--- src/rtl/piso_shift_reg.sv ---
// Parallel-in/serial-out shift register with bit counter, busy/done status and a
// sticky error flag for shift requests that arrive with nothing left to send.
module piso_shift_reg #(
    parameter int WIDTH     = 4,
    parameter bit MSB_FIRST = 1'b1,
    parameter int CW        = $clog2(WIDTH + 1)
) (
    input  logic             clk,
    input  logic             rst_n,
    input  logic [WIDTH-1:0] din,
    input  logic             load,
    input  logic             shift,
    input  logic             sin,
    output logic             out,
    output logic             busy,
    output logic             done,
    output logic [CW-1:0]    remaining,
    output logic             err
);

    typedef enum logic {
        IDLE     = 1'b0,
        SHIFTING = 1'b1
    } state_t;

    state_t           state, state_next;
    logic [WIDTH-1:0] sreg;
    logic [WIDTH-1:0] sreg_shifted;
    logic             shift_active;
    logic             last_bit;

    assign shift_active = shift && !load && (state == SHIFTING);
    assign last_bit     = shift_active && (remaining == CW'(1));

    // NOTE: sequential state uses non-blocking (<=) so every register samples
    // pre-edge values; blocking here would create order-dependent simulation.
    always_ff @(posedge clk or negedge rst_n) begin
        if (!rst_n) begin
            state <= IDLE;
        end else begin
            state <= state_next;
        end
    end

    // NOTE: every signal assigned in always_comb gets a default first, so no
    // path can leave it unassigned and infer a latch.
    always_comb begin
        state_next = state;
        if (load) begin
            state_next = SHIFTING;
        end else if (last_bit) begin
            state_next = IDLE;
        end
    end

    always_comb begin
        sreg_shifted = sreg;
        if (MSB_FIRST) begin
            sreg_shifted = {sreg[WIDTH-2:0], sin};
        end else begin
            sreg_shifted = {sin, sreg[WIDTH-1:1]};
        end
    end

    // Load aborts any word in flight; no done pulse is produced for it.
    always_ff @(posedge clk or negedge rst_n) begin
        if (!rst_n) begin
            sreg      <= '0;
            remaining <= '0;
            done      <= 1'b0;
            err       <= 1'b0;
        end else if (load) begin
            sreg      <= din;
            remaining <= CW'(WIDTH);
            done      <= 1'b0;
            err       <= 1'b0;
        end else if (shift) begin
            if (state == SHIFTING) begin
                sreg      <= sreg_shifted;
                remaining <= remaining - CW'(1);
                done      <= last_bit;
            end else begin
                err  <= 1'b1;
                done <= 1'b0;
            end
        end else begin
            done <= 1'b0;
        end
    end

    always_comb begin
        out  = MSB_FIRST ? sreg[WIDTH-1] : sreg[0];
        busy = (state == SHIFTING);
    end

endmodule

--- config.mk ---
export PLATFORM = sky130hd
export DESIGN_NAME = piso_shift_reg
export DESIGN_NICKNAME = d
export VERILOG_FILES = /design/src/rtl/piso_shift_reg.sv
export SDC_FILE = /design/constraint.sdc
export NUM_CORES = 1
export LEC_CHECK = 0
export ABC_AREA = 1
export ABC_CLOCK_PERIOD_IN_PS = 900
export CAP_MARGIN = 20
export CORE_MARGIN = 2
export CORE_UTILIZATION = 39
export CTS_CLUSTER_SIZE = 12
export DETAILED_ROUTE_END_ITERATION = 8
export HOLD_SLACK_MARGIN = 0.05
export PLACE_DENSITY = 0.81
export SKIP_CTS_REPAIR_TIMING = 1
export SLEW_MARGIN = 30
export SYNTH_ARGS = -nofsm -noshare
export SYNTH_HDL_FRONTEND = slang
export SYNTH_SLANG_ARGS = --single-unit
--- constraint.sdc ---
create_clock -name clk -period 0.9 [get_ports clk]
set_input_delay 0.18 -clock clk [delete_from_list [all_inputs] [get_ports clk]]
set_output_delay 0.18 -clock clk [all_outputs]
set_load 0.05 [all_outputs]
==> summary.txt <==
Die
  • Initial Utilization: 41.1%
  • Die W: 40.6 um
  • Die height: 40.6 um
  • Core footprint: 1270 sq um
  • FP Rows: 13
  • # IOs: 16
  • Die ar.: 1650 sq um

Detailed routing
  • WL/cell: 13.0 um
  • Drt initial violations: 13
  • Drt pass-1 iters: 4
  • Vias per inst: 4.89
  • DRC violations left: 0
  • Routed Antenna Nets: 0
  • Vias: 528
  • Detailed Route WL: 1.40 mm

Global routing
  • Antenna violations before repair: 0
  • Grt ovf: 0
  • Total track usage: 18.3%
  • First-pass GRT wire length: 1.83 mm
  • Largest net degree at the start of global routing: 13
  • Vias in the first global route: 451

STA
  • F_max: 871 MHz
  • Clk_skew: 0.00570 ns
  • Final setup margin: -0.248 ns
  • Fin. Hold Viols: 0
  • Fin. max-slew vios: 0
  • Final Cycle Share: 128%
  • RSZ-0062 raised after global routing: true
  • Worst-margin pin slew: 0.345 ns
  • Final min period: 1.15 ns
  • Slew headroom: 77.0%
  • Endpoints failing setup: 16

Synth
  • Ys async rst share: 100%
  • Mapped cell area: 522 sq um
  • Number of synthesized flops with an enable pin: 0
  • Top_reg_cell synth: dfrtp_1
  • Yosys reg bits: 10
  • Syn Nets: 75
  • Post-synth top area share: 48.0%
  • Cell taking the most area after synthesis: dfrtp_1
  • YS warnings: 0
  • Top-count cell post-synth: nand2_1
  • Top post-synthesis cells by count: nand2_1 (25), dfrtp_1 (10), nand3_1 (7), nand2_2 (5)
  • Syn Area/Cell: 8.15 sq um
  • Synth cell types: 13
  • Sequential area share after synthesis: 48.0%
  • Synth area leaders: dfrtp_1 (48%), nand2_1 (18%), nand3_1 (6.7%), nand2_2 (6.0%), ha_1 (4.8%)
  • Post-Syn Instances: 64

Run
  • Max_cap viols: 0

Critical path
  • Reg-to-reg setup timing slack: -0.13 ns
  • Crit path DAT: 0.97 ns
  • Worst endpoint required time: 0.72 ns
  • Reg-to-Reg Start: remaining[0]
  • Critical path startpoint: remaining[0]
  • Critical path class: reg -> out
  • CP endpoint kind: primary output
  • Crit path max fanout: 4
  • Startpoint Class: flip-flop

Place
  • Worst slack at placement: -0.292 ns
  • Post-DP HPWL: 831 um
  • Buffers added on ports: 15
  • Final Wtd Congestion: 0.786
  • Placed Area: 810 sq um

Finish
  • Area Growth Syn to Fin: 82.7%
  • Final layout net count: 105
  • Layout cells sized above 1: 49.5%
  • Antenna Cells: 0
  • Final instance area: 953 sq um

CTS
  • Clk pin slew, worst setup/hold paths: 0.07 ns
  • CTS tree: built
  • TritonCTS Sinks: 10
  • Clk buf depth: 2
  • Clk_lat worst skew: 0.27 ns
  • Root Driver: clkbuf_4
  • H-tree depth: 1
  • CTS Buf Count: 3

Run status
  • Violations in the final reports: negative setup slack
  • Status: complete, but fails checks

Power and ir drop
  • Maximum vdd ir drop: 0.877 mV
  • P_leak: 0.000469 uW
  • PD cells: 1500 nW/um^2

Hold path
  • Hold Crit Class: in -> async
## critical path: stages (launching register included)
cell and delay (ns):
dfrtp_2 0.44, buf_6 0.13, buf_12 0.13
## placed cells by master (no fill, tap or decap), types with 3 or more instances in the layout
master and instances:
buf_6 3, dfrtp_1 6, nand2_2 9, nand2_1 18, nand3_1 6, clkdlybuf4s50_1 6
buf_4 9, dfrtp_2 4, buf_12 7, clkbuf_4 3
## metrics by stage
stage | cells | hold WS (ns) | power [uW] | util, % | TNS [ns]
2_1_floorplan | 64 | -0.116 | 765 | - | -0.927
3_3_place_gp | 98 | 0.486 | 982 | 63.8 | -2.51
3_5_place_dp | 98 | 0.481 | 997 | 63.8 | -2.72
4_1_cts | 102 | 0.206 | 1320 | 65.9 | -1.54
5_1_grt | 108 | 0.182 | 1510 | 75.1 | -2.52
6_report | 108 | 0.193 | 1430 | 75.1 | -1.93
## power by group
part	switching [uW]	internal [uW]	leakage [uW]	total [uW]
Combinational	271	280	0.000336	551
Sequential	43.4	495	0.000118	538
Clock	166	172	0.0000150	338
## flip-flops by register name, indices dropped and copies added (netlist names)
signal / cells
err: 1
sreg: 4
done: 1
busy: 1
remaining: 3
## cells by family (layout without fill, tap and decap cells)
kind of cell               count (synthesis)  in the layout  synth area share [%]
adders and majority gates                  2              2                  4.80
buffers and inverters                      7             36                  8.39
AOI/OAI and AO/OA                          2              2                  1.92
and+or+nand+nor                           43             43                  36.9
DFF                                       10             10                  48.0
## layer usage
layer / GRT usage, % / share of wire, % / routed length, um / vias up
met3: 6.67 / 4.7 / 66 / 4
met4: 12.5 / 1.1 / 16 / 0
li1: - / - / - / 256
met1: 17.5 / 39 / 543 / 246
met5: 0 / 0 / 0 / -
met2: 32.1 / 55 / 773 / 22
## layout make-up
class	count	area, sq um
Inverter	5	21.3
Fill cell	88	315
Timing Repair Buffer	27	327
Sequential cell	10	255
Tap cell	15	18.8
Clock buffer	4	26.3
Multi-Input combinational cell	47	305
## path summary, 6_finish.rpt
| check | cells past startpoint | end |
|---|---|---|
| max reg2reg | 5 | remaining[2] |
| min in group clk | 3 | err |
| min | 2 | done |
| max in group asynchronous | 2 | remaining[0] |
| min reg2reg | 2 | sreg[1] |
| max | 2 | remaining[0] |
(Power assumes the default switching activity.)
